===== config.mk =====
export PLATFORM = sky130hd
export DESIGN_NAME = tmds_decoder
export DESIGN_NICKNAME = d
export VERILOG_FILES = /design/src/rtl/tmds_decoder.sv
export SDC_FILE = /design/constraint.sdc
export NUM_CORES = 1
export LEC_CHECK = 0
export BUFFER_PORTS_ARGS = -buffer_cell sky130_fd_sc_hd__buf_4
export CAP_MARGIN = 20
export CORE_MARGIN = 3
export CORE_UTILIZATION = 50
export DETAILED_ROUTE_END_ITERATION = 6
export PLACE_DENSITY = 0.86
export SYNTH_ARGS = -nofsm -noshare
export SYNTH_HDL_FRONTEND = slang
export SYNTH_SLANG_ARGS = --single-unit

===== constraint.sdc =====
create_clock -name clk_in -period 1.4 [get_ports clk_in]
set_input_delay 0.28 -clock clk_in [delete_from_list [all_inputs] [get_ports clk_in]]
set_output_delay 0.28 -clock clk_in [all_outputs]
set_load 0.03 [all_outputs]

===== src/rtl/tmds_decoder.sv =====
// tmds_decoder: per-channel TMDS receive decoder.
// Classifies each 10-bit symbol as a control token or video, recovers the
// video byte / control bits with a 2-clock latency, and runs a control-period
// lock state machine. Define TMDS_DISP_CHECK_EN to add running-disparity
// tracking, disparity error reporting and error-driven loss of lock.
module tmds_decoder #(
    parameter int CTRL_RUN  = 8,
    parameter int ERR_LIMIT = 4
) (
    input  logic        clk_in,
    input  logic        rst_n_in,
    input  logic [9:0]  tmds_in,
    input  logic        valid_in,
    output logic [7:0]  data_out,
    output logic [1:0]  control_out,
    output logic        ve_out,
    output logic        valid_out,
    output logic        locked_out,
    output logic        disp_err_out,
    output logic [15:0] err_count_out
);

    localparam int RUN_W = (CTRL_RUN > 2) ? $clog2(CTRL_RUN) : 1;

    typedef enum logic {
        ST_SEARCH = 1'b0,
        ST_LOCKED = 1'b1
    } lock_state_e;

    // Reject parameter values the lock logic cannot honour.
    if (CTRL_RUN < 2 || ERR_LIMIT < 1) begin : g_param_check
        $error("tmds_decoder: CTRL_RUN must be >= 2 and ERR_LIMIT >= 1");
    end

    // ---------------- input classification ----------------
    logic       w_is_ctrl;
    logic [1:0] w_ctrl_bits;

    // Match the four control tokens; anything else is video.
    always_comb begin
        w_is_ctrl   = 1'b1;
        w_ctrl_bits = 2'b00;
        case (tmds_in)
            10'b1101010100: w_ctrl_bits = 2'b00;
            10'b0010101011: w_ctrl_bits = 2'b01;
            10'b0101010100: w_ctrl_bits = 2'b10;
            10'b1010101011: w_ctrl_bits = 2'b11;
            default:        w_is_ctrl   = 1'b0;
        endcase
    end

    // ---------------- stage 1 ----------------
    logic [9:0] r_sym;
    logic       r_s1_ctrl;
    logic [1:0] r_s1_cbits;
    logic       r_s1_valid;
    logic       r_s1_err;

    // Capture the symbol and its classification; hold them through invalid cycles.
    always_ff @(posedge clk_in or negedge rst_n_in) begin
        if (!rst_n_in) begin
            r_sym      <= '0;
            r_s1_ctrl  <= 1'b0;
            r_s1_cbits <= 2'b00;
            r_s1_valid <= 1'b0;
        end else begin
            r_s1_valid <= valid_in;
            if (valid_in) begin
                r_sym      <= tmds_in;
                r_s1_ctrl  <= w_is_ctrl;
                r_s1_cbits <= w_ctrl_bits;
            end
        end
    end

`ifdef TMDS_DISP_CHECK_EN
    // Disparity arithmetic is done modulo 32 on a 5-bit two's-complement count,
    // exactly as the transmitter's counter wraps.
    logic [4:0] r_cnt;
    logic [4:0] w_cnt_next;
    logic [7:0] w_in_d;
    logic [3:0] w_n1;
    logic [4:0] w_diff;     // n1 - n0
    logic [4:0] w_q8x2;     // 2 * q_m[8]
    logic [4:0] w_nq8x2;    // 2 * ~q_m[8]
    logic       w_bal;
    logic       w_exp9;
    logic       w_mismatch;

    // Rebuild q_m from the received symbol and predict the encoder's bit 9.
    always_comb begin
        w_in_d     = tmds_in[9] ? ~tmds_in[7:0] : tmds_in[7:0];
        w_n1       = 4'($countones(w_in_d));
        w_diff     = {w_n1, 1'b0} - 5'd8;
        w_q8x2     = {3'b000, tmds_in[8], 1'b0};
        w_nq8x2    = {3'b000, ~tmds_in[8], 1'b0};
        w_bal      = (r_cnt == 5'd0) || (w_n1 == 4'd4);
        w_exp9     = 1'b0;
        w_cnt_next = r_cnt;
        if (w_bal) begin
            w_exp9     = ~tmds_in[8];
            w_cnt_next = tmds_in[8] ? (r_cnt + w_diff) : (r_cnt - w_diff);
        end else begin
            w_exp9 = (!r_cnt[4] && (w_n1 > 4'd4)) || (r_cnt[4] && (w_n1 < 4'd4));
            if (tmds_in[9]) begin
                w_cnt_next = r_cnt + w_q8x2 - w_diff;
            end else begin
                w_cnt_next = r_cnt - w_nq8x2 + w_diff;
            end
        end
        w_mismatch = valid_in && !w_is_ctrl && (w_exp9 != tmds_in[9]);
    end

    // Track the running disparity, resynchronising on the received bit 9.
    always_ff @(posedge clk_in or negedge rst_n_in) begin
        if (!rst_n_in) begin
            r_cnt    <= '0;
            r_s1_err <= 1'b0;
        end else begin
            r_s1_err <= w_mismatch;
            if (valid_in) begin
                r_cnt <= w_is_ctrl ? 5'd0 : w_cnt_next;
            end
        end
    end
`else
    assign r_s1_err = 1'b0;
`endif

    // ---------------- stage 2 ----------------
    logic [7:0] w_s2_d;
    logic [7:0] w_dec;

    // Undo the optional inversion and the XOR/XNOR chaining of the encoder.
    always_comb begin
        w_s2_d   = r_sym[9] ? ~r_sym[7:0] : r_sym[7:0];
        w_dec    = '0;
        w_dec[0] = w_s2_d[0];
        for (int i = 1; i < 8; i++) begin
            w_dec[i] = r_sym[8] ? (w_s2_d[i] ^ w_s2_d[i-1]) : ~(w_s2_d[i] ^ w_s2_d[i-1]);
        end
    end

    // Output registers: video updates data, control updates control bits.
    always_ff @(posedge clk_in or negedge rst_n_in) begin
        if (!rst_n_in) begin
            data_out    <= '0;
            control_out <= 2'b00;
            ve_out      <= 1'b0;
            valid_out   <= 1'b0;
        end else begin
            valid_out <= r_s1_valid;
            if (r_s1_valid) begin
                if (r_s1_ctrl) begin
                    ve_out      <= 1'b0;
                    control_out <= r_s1_cbits;
                end else begin
                    ve_out   <= 1'b1;
                    data_out <= w_dec;
                end
            end
        end
    end

`ifdef TMDS_DISP_CHECK_EN
    // Error pulse aligned with valid_out and a saturating error tally.
    always_ff @(posedge clk_in or negedge rst_n_in) begin
        if (!rst_n_in) begin
            disp_err_out  <= 1'b0;
            err_count_out <= '0;
        end else begin
            disp_err_out <= r_s1_err;
            if (r_s1_err && (err_count_out != 16'hFFFF)) begin
                err_count_out <= err_count_out + 16'd1;
            end
        end
    end
`else
    assign disp_err_out  = 1'b0;
    assign err_count_out = 16'd0;
`endif

    // ---------------- lock FSM ----------------
    lock_state_e r_state, w_state_next;
    logic [RUN_W-1:0] r_run, w_run_next;
`ifdef TMDS_DISP_CHECK_EN
    localparam int ACC_W = $clog2(ERR_LIMIT + 1);
    logic [ACC_W-1:0] r_acc, w_acc_next;
`endif

    // State register for lock state, control-run counter and error accumulator.
    always_ff @(posedge clk_in or negedge rst_n_in) begin
        if (!rst_n_in) begin
            r_state <= ST_SEARCH;
            r_run   <= '0;
`ifdef TMDS_DISP_CHECK_EN
            r_acc   <= '0;
`endif
        end else begin
            r_state <= w_state_next;
            r_run   <= w_run_next;
`ifdef TMDS_DISP_CHECK_EN
            r_acc   <= w_acc_next;
`endif
        end
    end

    // Next-state logic driven by the symbol currently held in stage 1.
    always_comb begin
        w_state_next = r_state;
        w_run_next   = r_run;
`ifdef TMDS_DISP_CHECK_EN
        w_acc_next   = r_acc;
`endif
        if (r_s1_valid) begin
            if (r_s1_ctrl) begin
                if (r_run == RUN_W'(CTRL_RUN - 1)) begin
                    // A full control run locks and forgives past errors.
                    w_run_next   = '0;
                    w_state_next = ST_LOCKED;
`ifdef TMDS_DISP_CHECK_EN
                    w_acc_next   = '0;
`endif
                end else begin
                    w_run_next = r_run + 1'b1;
                end
            end else begin
                w_run_next = '0;
`ifdef TMDS_DISP_CHECK_EN
                if (r_s1_err && (r_state == ST_LOCKED)) begin
                    if (int'(r_acc) + 1 >= ERR_LIMIT) begin
                        w_state_next = ST_SEARCH;
                        w_acc_next   = '0;
                    end else begin
                        w_acc_next = r_acc + 1'b1;
                    end
                end
`endif
            end
        end
    end

    assign locked_out = (r_state == ST_LOCKED);

endmodule


==> results of run 1 <==
## state kept, by name (all words and copies together) (netlist names), 2 cells and up
name / flops
control_out: 2
data_out: 8
r_sym: 10
r_run: 3
r_s1_cbits: 2
## report_power, final
group	switching (µW)	leakage, µW	internal (µW)	total (µW)
logic	308	0.000397	224	532
clock network	261	0.0000254	189	450
registers	77.5	0.000375	954	1030
total	646	0.000797	1370	2010
## cell usage after synthesis (all sizes together)
cell type	count	area share, %
clkbuf	1	0.33
inv	7	1.8
dfrtp	30	50
a31o	1	0.59
and4bb	1	0.84
and4b	1	0.67
o31ai	1	0.50
ha	2	1.7
nand2b	3	1.8
nand4	1	0.42
mux2	9	6.8
nand3	3	1.0
o221ai	1	1.0
o21ai	15	5.0
nand4b	2	1.6
nor4b	1	0.59
buf	21	11
nor4bb	1	0.67
nand2	12	3.0
xnor2	13	10
conb	1	0.25
## per-layer routing
layer / global-route usage (%) / vias up / wire (µm)
li1: - / 444 / -
met1: 15.6 / 435 / 945
met2: 23.2 / 38 / 1060
met3: 6.60 / 4 / 184
met4: 5.57 / 0 / 36
met5: 0 / - / 0
## worst max-delay path by stage
stage | start | to | slack (ps) | depth (start not counted)
3_3_place_gp | r_sym[8]$_DFFE_PN0P_ | data_out[1]$_DFFE_PN0P_ | 270 | 3
5_1_grt | r_run[0]$_DFFE_PN0P_ | r_run[2]$_DFFE_PN0P_ | 160 | 4
3_5_place_dp | r_sym[8]$_DFFE_PN0P_ | data_out[1]$_DFFE_PN0P_ | 240 | 3
2_1_floorplan | r_run[0]$_DFFE_PN0P_ | r_run[2]$_DFFE_PN0P_ | 320 | 4
4_1_cts | control_out[0]$_DFFE_PN0P_ | control_out[0] | 210 | 1
6_report | r_run[0]$_DFFE_PN0P_ | r_run[2]$_DFFE_PN0P_ | 240 | 4
## placed cells by master, fill, tap and decap left out, drive strengths merged
cell | Yosys | routed
nor4b | 1 | 1
nand2 | 12 | 12
ha | 2 | 2
xnor2 | 13 | 13
o21ai | 15 | 15
dlygate4sd3 | 0 | 1
mux2 | 9 | 9
nand4b | 2 | 2
buf | 21 | 25
o221ai | 1 | 1
and4b | 1 | 1
a31o | 1 | 1
nand3 | 3 | 3
clkbuf | 1 | 7
nand4 | 1 | 1
inv | 7 | 7
nand2b | 3 | 3
conb | 1 | 17
nor4bb | 1 | 1
dfrtp | 30 | 30
o31ai | 1 | 1
and4bb | 1 | 1
## through the flow
step / hold slack [ps] / std cells / power (µW) / utilization (%) / worst slack [ps]
after floorplan: -15.6 / 143 / 1460 / - / 316
after global placement: 216 / 177 / 1570 / 57.4 / 273
after detailed placement: 222 / 177 / 1590 / 57.4 / 240
after CTS: 180 / 185 / 2040 / 59.3 / 214
after global routing: 170 / 185 / 2130 / 59.3 / 156
final: 198 / 185 / 2010 / 59.3 / 238
## layout make-up
type	instances	share of cell area, %
flip-flops and latches	30	45.1
clock buffers	7	2.71
inverters	7	1.58
well taps	31	2.33
repair buffers	26	11.9
multi-input cells	84	36.4
## worst max-delay path, stage by stage (launching register included)
cell and delay (ps):
dfrtp_1 410, ha_1 200, ha_1 260, nand3_1 70, o21ai_0 90
## cell families after synthesis
family          share of synthesized area, %
mux                                     6.77
compound gates                          7.11
simple gates                            10.5
other cells                            0.251
fa+ha+maj                               1.67
buf+inv                                 13.4
xor+xnor                                10.1
flops                                   50.2
## what timing repair did
item,CTS,global route
setup buffers,0,0
hold buffers,1,0
hold endpoints to repair,30,0
endpoints found under the setup margin,0,0
==> metrics.txt, run 1 <==
Seq. cell area=751 µm²; Final Max Tran Viols=0; flop2flop setup slack=240 ps; Arr. time, crit path=1350 ps; CTS Buffer Depth=2; post-synthesis sequential area ratio=50.2%; max-cap viol count=0; die width=60.7 µm; All-Layer GR Usage=14.0%; layout cell share with drive strength beyond 1=29.9%; drt total wl=2220 µm; Worst VDD drop=809 µV; Reg2Reg Launch Point=r_run[0]$_DFFE_PN0P_; Clock Latency Late Sink=320 ps; Synth cell types=26; pin count of the biggest net entering global routing=31; vias in the first global route=869; worst-case reg-to-reg path depth=4; Ant. Diodes=0; Final Hold Viols=0; RSZ-0062 raised after global routing=false; period utilization=83.0%; Fmax=861 MHz; Critical Path Fanout Max=3; input/output buffers=25; area of the multi-input gates=606 µm²; H-tree depth=2; FF-to-FF End=r_run[2]$_DFFE_PN0P_; global-route wire length before repair=3690 µm; CTS tree=done; clk sink count=30; wire per inst=12.0 µm; Worst Path Required=1590 ps; Worst Hold Launch=tmds_in[2]; DP Area=0.00161 mm²; Final setup viols=0; die area=0.00369 mm²; clk_skew=3.28 ps; CTS Buf Count=5; yosys synthesis warning count=0; fillers=227; antenna violations before repair=0; Core ar.=0.00281 mm²; Area Growth Syn to Fin=11.2%; synthesized area=0.00150 mm²; crit path time final=1160 ps; Routed Antenna Nets=0; Gate Count Post-Synth=127; Yosys reg bits=30; Leak Pwr=0.000797 µW; Hold Path Stages=3; Initial Util=53.3%; Clock Pin Slew Worst Setup and Hold Paths=80 ps; DRC=0; Startpoint Class=register; Resized Gates After CTS=0; CP endpoint kind=register; FP Rows=19; Worst Hold End=r_sym[2]$_DFFE_PN0P_; fin nets=169; Power Dens Cells=1210 mW/mm²; Initial DRC Count=10; GPL Wtd Cong=0.733; Via density=4.98; vias=921; overall die height=60.7 µm; I/O Pins=43; Finished Cell Area=0.00166 mm²; Root Driver=clkbuf_4; average size of a mapped cell=11.8 µm²; status=complete, no violations; total grt overflow=0; worst min path class=in2reg; critical setup path kind=reg2reg; DRT Pass-1 Iters=4; HPWL Detailed=1770 µm; Setup Total Neg Slack=0 ps
Power figures use the tool's default switching activity.
==> run 2, diff against run 1 <==
--- a/config.mk
+++ b/config.mk
@@ -5,6 +5,7 @@
 export SDC_FILE = /design/constraint.sdc
 export NUM_CORES = 1
 export LEC_CHECK = 0
+export ABC_AREA = 1
 export BUFFER_PORTS_ARGS = -buffer_cell sky130_fd_sc_hd__buf_4
 export CAP_MARGIN = 20
 export CORE_MARGIN = 3
==> constraint.sdc (replaced) <==
create_clock -name clk_in -period 1.2 [get_ports clk_in]
set_input_delay 0.24 -clock clk_in [delete_from_list [all_inputs] [get_ports clk_in]]
set_output_delay 0.24 -clock clk_in [all_outputs]
set_load 0.03 [all_outputs]
==> metrics.txt, run 2 <==
status=complete, no violations; yosys synthesis warning count=0; All-Layer GR Usage=16.2%; CP endpoint kind=register; Core Util, Final=61.0%; die area=0.00374 mm²; critical setup path kind=reg2reg; commonest non-fill, non-tap cell in the layout=nand2_1; Via density=4.80; Gate Count Post-Synth=181; H-tree depth=2; Startpoint Class=register; fin nets=225; input/output buffers=25; overall die height=61.2 µm; fillers=236; Worst VDD drop=781 µV; Worst path max stage delay=410 ps; Final WS setup=47.7 ps; most frequent cells in the layout=nand2_1 (60), dfrtp_1 (29), buf_4 (25), inv_1 (21), conb_1 (17); Arr. time, crit path=1380 ps; Setup Total Neg Slack=0 ps; Fmax=868 MHz; Area Growth Syn to Fin=13.4%; Layout Cells excl Fill=240; max-cap viol count=0; Clock Pin Slew Worst Setup and Hold Paths=90 ps; total grt overflow=0; Synth cell types=21; Commonest cells post-synth=nand2_1 (60), dfrtp_1 (30), inv_1 (21); Final setup viols=0; vias in the first global route=1028; crit path launch=r_run[0]$_DFFE_PN0P_; Critical Path Fanout Max=3; most frequent CP cell=ha_1; CTS Buf Count=5; CP top delay family=adder cells; FP Rows=19; slowest cell on the critical path=dfrtp_1; DRT Pass-1 Iters=4; Ant. Diodes=0; clk sink count=30; global-route wire length before repair=4340 µm; Post-synth EDFFs=0; antenna violations before repair=0; HPWL Detailed=1970 µm; vias=1152; drt total wl=2550 µm; Power Dens Cells=1320 mW/mm²; Root Driver=clkbuf_4; I/O Pins=43; wire per inst=10.6 µm; worst min path class=in2reg; Core ar.=0.00283 mm²; GPL Wtd Cong=0.837; synth top area cells=dfrtp_1 (49%), nand2_1 (15%), buf_4 (8.9%); clk_skew=6.87 ps; Finished Cell Area=0.00173 mm²; Clock Latency Late Sink=330 ps; postcts setup bufs=0; Synth area leader=dfrtp_1; Worst Path Buf+Inv=0; Leak Pwr=0.000978 µW; Initial Util=53.8%; CTS Buffer Depth=2; worst-path cell chain=ha_1 -> ha_1 -> a31o_2; period utilization=96.0%; Routed Antenna Nets=0; post-synthesis sequential area ratio=49.3%; dpl ws=52.6 ps; most frequent cell after synthesis=nand2_1; Top reg by flops=r_sym; DP Area=0.00166 mm²; layout cell share with drive strength beyond 1=20.1%; Yosys reg bits=30; Final Max Tran Viols=0; main flop type after synthesis=dfrtp_1; crit path time final=1150 ps; Worst Path Required=1430 ps; Worst Hold Launch=valid_in; Inst Count DP=233; Final Hold Viols=0; Reg2Reg Launch Point=r_run[0]$_DFFE_PN0P_; average size of a mapped cell=8.41 µm²; post-synth top area share=49.3%; die width=61.2 µm; synthesized area=0.00152 mm²; max reg flops=10; FFs w/ async S/R, synth=100%; Initial DRC Count=35; DRC=0; pin count of the biggest net entering global routing=31; RSZ-0062 raised after global routing=false; CTS tree=done; biggest registers after layout=r_sym: 10 flops, data_out: 8 flops, r_run: 3 flops
[run 2: power breakdown]
group	internal (µW)	switching, µW
Clock	263	310
Sequential	1090	65.6
Combinational	182	356
[run 2: timing repair]
| action | 4_1_cts | 5_1_grt |
|---|---|---|
| gates resized for setup | 0 | 1 |
| hold buffers | 1 | 0 |
| endpoints found under the setup margin | 0 | 3 |
| endpoints found under the hold margin | 30 | 0 |
[run 2: path summary, 6_finish.rpt]
| check | to | slack [ps] | depth (start not counted) |
|---|---|---|---|
| min reg2reg | locked_out$_DFFE_PN0P_ | 480 | 1 |
| min in group asynchronous | r_sym[7]$_DFFE_PN0P_ | 360 | 2 |
| max in group asynchronous | r_sym[8]$_DFFE_PN0P_ | 550 | 2 |
| max | locked_out$_DFFE_PN0P_ | 50 | 3 |
| min | r_s1_valid$_DFF_PN0_ | 130 | 1 |
| max reg2reg | locked_out$_DFFE_PN0P_ | 50 | 3 |
[run 2: cell families (layout without fill, tap and decap cells)]
family	count (synthesis)	in the layout	synth area share (%)
simple gates	84	84	22.7
buf+inv	43	55	15.4
flops	30	30	49.3
compound gates	16	16	5.92
xor+xnor	4	4	3.78
fa+ha+maj	2	2	1.64
other cells	1	17	0.246
mux	1	1	0.987
[run 2: per-stage QoR]
step | total power, µW | hold slack [ps]
6_report | 2270 | 132
5_1_grt | 2390 | 132
4_1_cts | 2290 | 126
3_5_place_dp | 1720 | 186
3_3_place_gp | 1700 | 181
2_1_floorplan | 1580 | -55.6
[run 2: layer usage]
layer,track usage (%),routed length (µm)
met1,19.6,1120
met2,26.3,1180
met3,3.14,183
met4,10.2,71
met5,0,0
[run 2: final cells by class]
type,instances,area (µm²),area share (%)
flip-flops and latches,30,752,43.6
multi-input cells,124,597,34.6
repair buffers,26,198,11.5
inverters,23,88.8,5.15
clock buffers,6,51.3,2.97
well taps,31,38.8,2.25
==> run 3, diff against run 2 <==
--- a/config.mk
+++ b/config.mk
@@ -5,7 +5,6 @@
 export SDC_FILE = /design/constraint.sdc
 export NUM_CORES = 1
 export LEC_CHECK = 0
-export ABC_AREA = 1
 export BUFFER_PORTS_ARGS = -buffer_cell sky130_fd_sc_hd__buf_4
 export CAP_MARGIN = 20
 export CORE_MARGIN = 3
==> metrics.txt, run 3 (same netlist as run 1, synthesis figures left out) <==
status=complete, no violations; met3 Resource Use GR=4.26%; most frequent cells in the layout=dfrtp_1 (29), buf_4 (26), conb_1 (17), nand2_1 (12), xnor2_1 (11); max-cap viol count=0; Initial Util=53.3%; pin count of the biggest net entering global routing=31; Inst Count DP=177; DRC=0; Worst VDD drop=841 µV; Worst Path Required=1400 ps; max reg flops=10; Worst Hold Launch=valid_in; Worst Path Buf+Inv=0; Critical Path Fanout Max=3; Ant. Diodes=0; Clock Latency Late Sink=320 ps; Hold Slack=156 ps; Final Hold Viols=0; Routed Antenna Nets=0; I/O Pins=43; Worst path max stage delay=410 ps; CTS Buffer Depth=2; worst-case reg-to-reg path depth=4; Startpoint Class=register; proportion of power drawn by combinational gates=26.5%; Finished Cell Area=0.00167 mm²; worst-path cell chain=ha_1 -> ha_1 -> nand3_1 -> o21ai_1; Core ar.=0.00281 mm²; Int Pwr=1600 µW; H-tree depth=2; All-Layer GR Usage=14.2%; wire per inst=11.8 µm; GR Util met1=16.9%; clk_skew=3.69 ps; Worst Hold End=r_s1_valid$_DFF_PN0_; CP top delay family=adder cells; clk sink count=30; Seq. cell area=752 µm²; Final Max Tran Viols=0; GPL Wtd Cong=0.729; Top Usage Layer GRT=met2; Arr. time, crit path=1350 ps; CTS tree=done; vias=937; Switching Fraction=31.9%; die area=0.00369 mm²; Area Growth Syn to Fin=11.8%; die width=60.7 µm; Psw=748 µW; Reg2Reg Launch Point=r_run[0]$_DFFE_PN0P_; period utilization=96.0%; Leak Pwr=0.000801 µW; DP Area=0.00161 mm²; Reg power frac=51.3%; biggest registers after layout=r_sym: 10 flops, data_out: 8 flops, r_run: 3 flops; total power=2340 µW; DRT Pass-1 Iters=4; Layout Cells excl Fill=186; Power Dens Cells=1400 mW/mm²; drt total wl=2190 µm; Via density=5.04; Clock Pin Slew Worst Setup and Hold Paths=80 ps; most frequent CP cell=ha_1; antenna violations before repair=0; FP Rows=19; crit path time final=1150 ps; HPWL Detailed=1740 µm; fin nets=170; Initial DRC Count=33; Clock power frac=22.2%; Top reg by flops=r_sym; worst min path class=in2reg; Root Driver=clkbuf_4; overall die height=60.7 µm; total grt overflow=0; CP endpoint kind=register; Final setup viols=0; CTS Buf Count=5; commonest non-fill, non-tap cell in the layout=dfrtp_1; slowest cell on the critical path=dfrtp_1; Hold Path Stages=1; fillers=234; Fmax=868 MHz; layout cell share with drive strength beyond 1=31.0%; global-route wire length before repair=3750 µm; FF-to-FF End=r_run[2]$_DFFE_PN0P_; area of the multi-input gates=606 µm²; met2 global-route usage=22.3%; vias in the first global route=875; flop2flop setup slack=50 ps; input/output buffers=25; critical setup path kind=reg2reg; crit path launch=r_run[0]$_DFFE_PN0P_
## run 3: worst reg2reg max path: cells and delay by family (launching register included)
kind                     cells  cell delay, ps
adder cells (fa/ha/maj)      2             480
flip-flops                   1             410
AND/OR/NAND/NOR              1              80
AO/OA/AOI/OAI                1              70
## run 3: power by group through the flow
stage	clock network [µW]	logic, µW	registers, µW
5_1_grt	601	677	1220
4_1_cts	549	630	1210
3_5_place_dp	0	627	1230
3_3_place_gp	0	612	1220
2_1_floorplan	0	366	1340
6_report	521	620	1200
## run 3: timing repair
item | in CTS | in global routing
buffers inserted | 0 | 1
endpoints found under the hold margin | 30 | 0
hold buffers | 1 | 0
resized for setup | 0 | 2
setup endpoints to repair | 0 | 7
## run 3: worst max path at each step
stage / cells past startpoint / end / slack (ps)
floorplan: 4 / r_run[2]$_DFFE_PN0P_ / 120
global placement: 3 / data_out[1]$_DFFE_PN0P_ / 70
detailed placement: 4 / r_run[2]$_DFFE_PN0P_ / 40
CTS: 4 / r_run[2]$_DFFE_PN0P_ / 30
global route: 3 / r_run[0]$_DFFE_PN0P_ / -40
finish: 4 / r_run[2]$_DFFE_PN0P_ / 50
## run 3: layout make-up
| cell class | instances | area share, % |
|---|---|---|
| timing repair buffer | 27 | 12.3 |
| tap | 31 | 2.32 |
| multi-input combinational | 84 | 36.2 |
| inverter | 7 | 1.57 |
| sequential | 30 | 45.0 |
| clock buffer | 7 | 2.69 |
## run 3: layer usage
layer / vias up / share of wire [%]
li1: 445 / -
met1: 439 / 42
met2: 45 / 47
met3: 8 / 8.0
met4: 0 / 3.0
met5: - / 0
## run 3: metrics by stage
stage | TNS (ps) | worst slack (ps) | utilization [%]
6_report | 0 | 47.8 | 59.6
5_1_grt | -45.3 | -42.0 | 59.6
4_1_cts | 0 | 27.2 | 59.3
3_5_place_dp | 0 | 41.6 | 57.4
3_3_place_gp | 0 | 72.8 | 57.4
2_1_floorplan | 0 | 116 | -
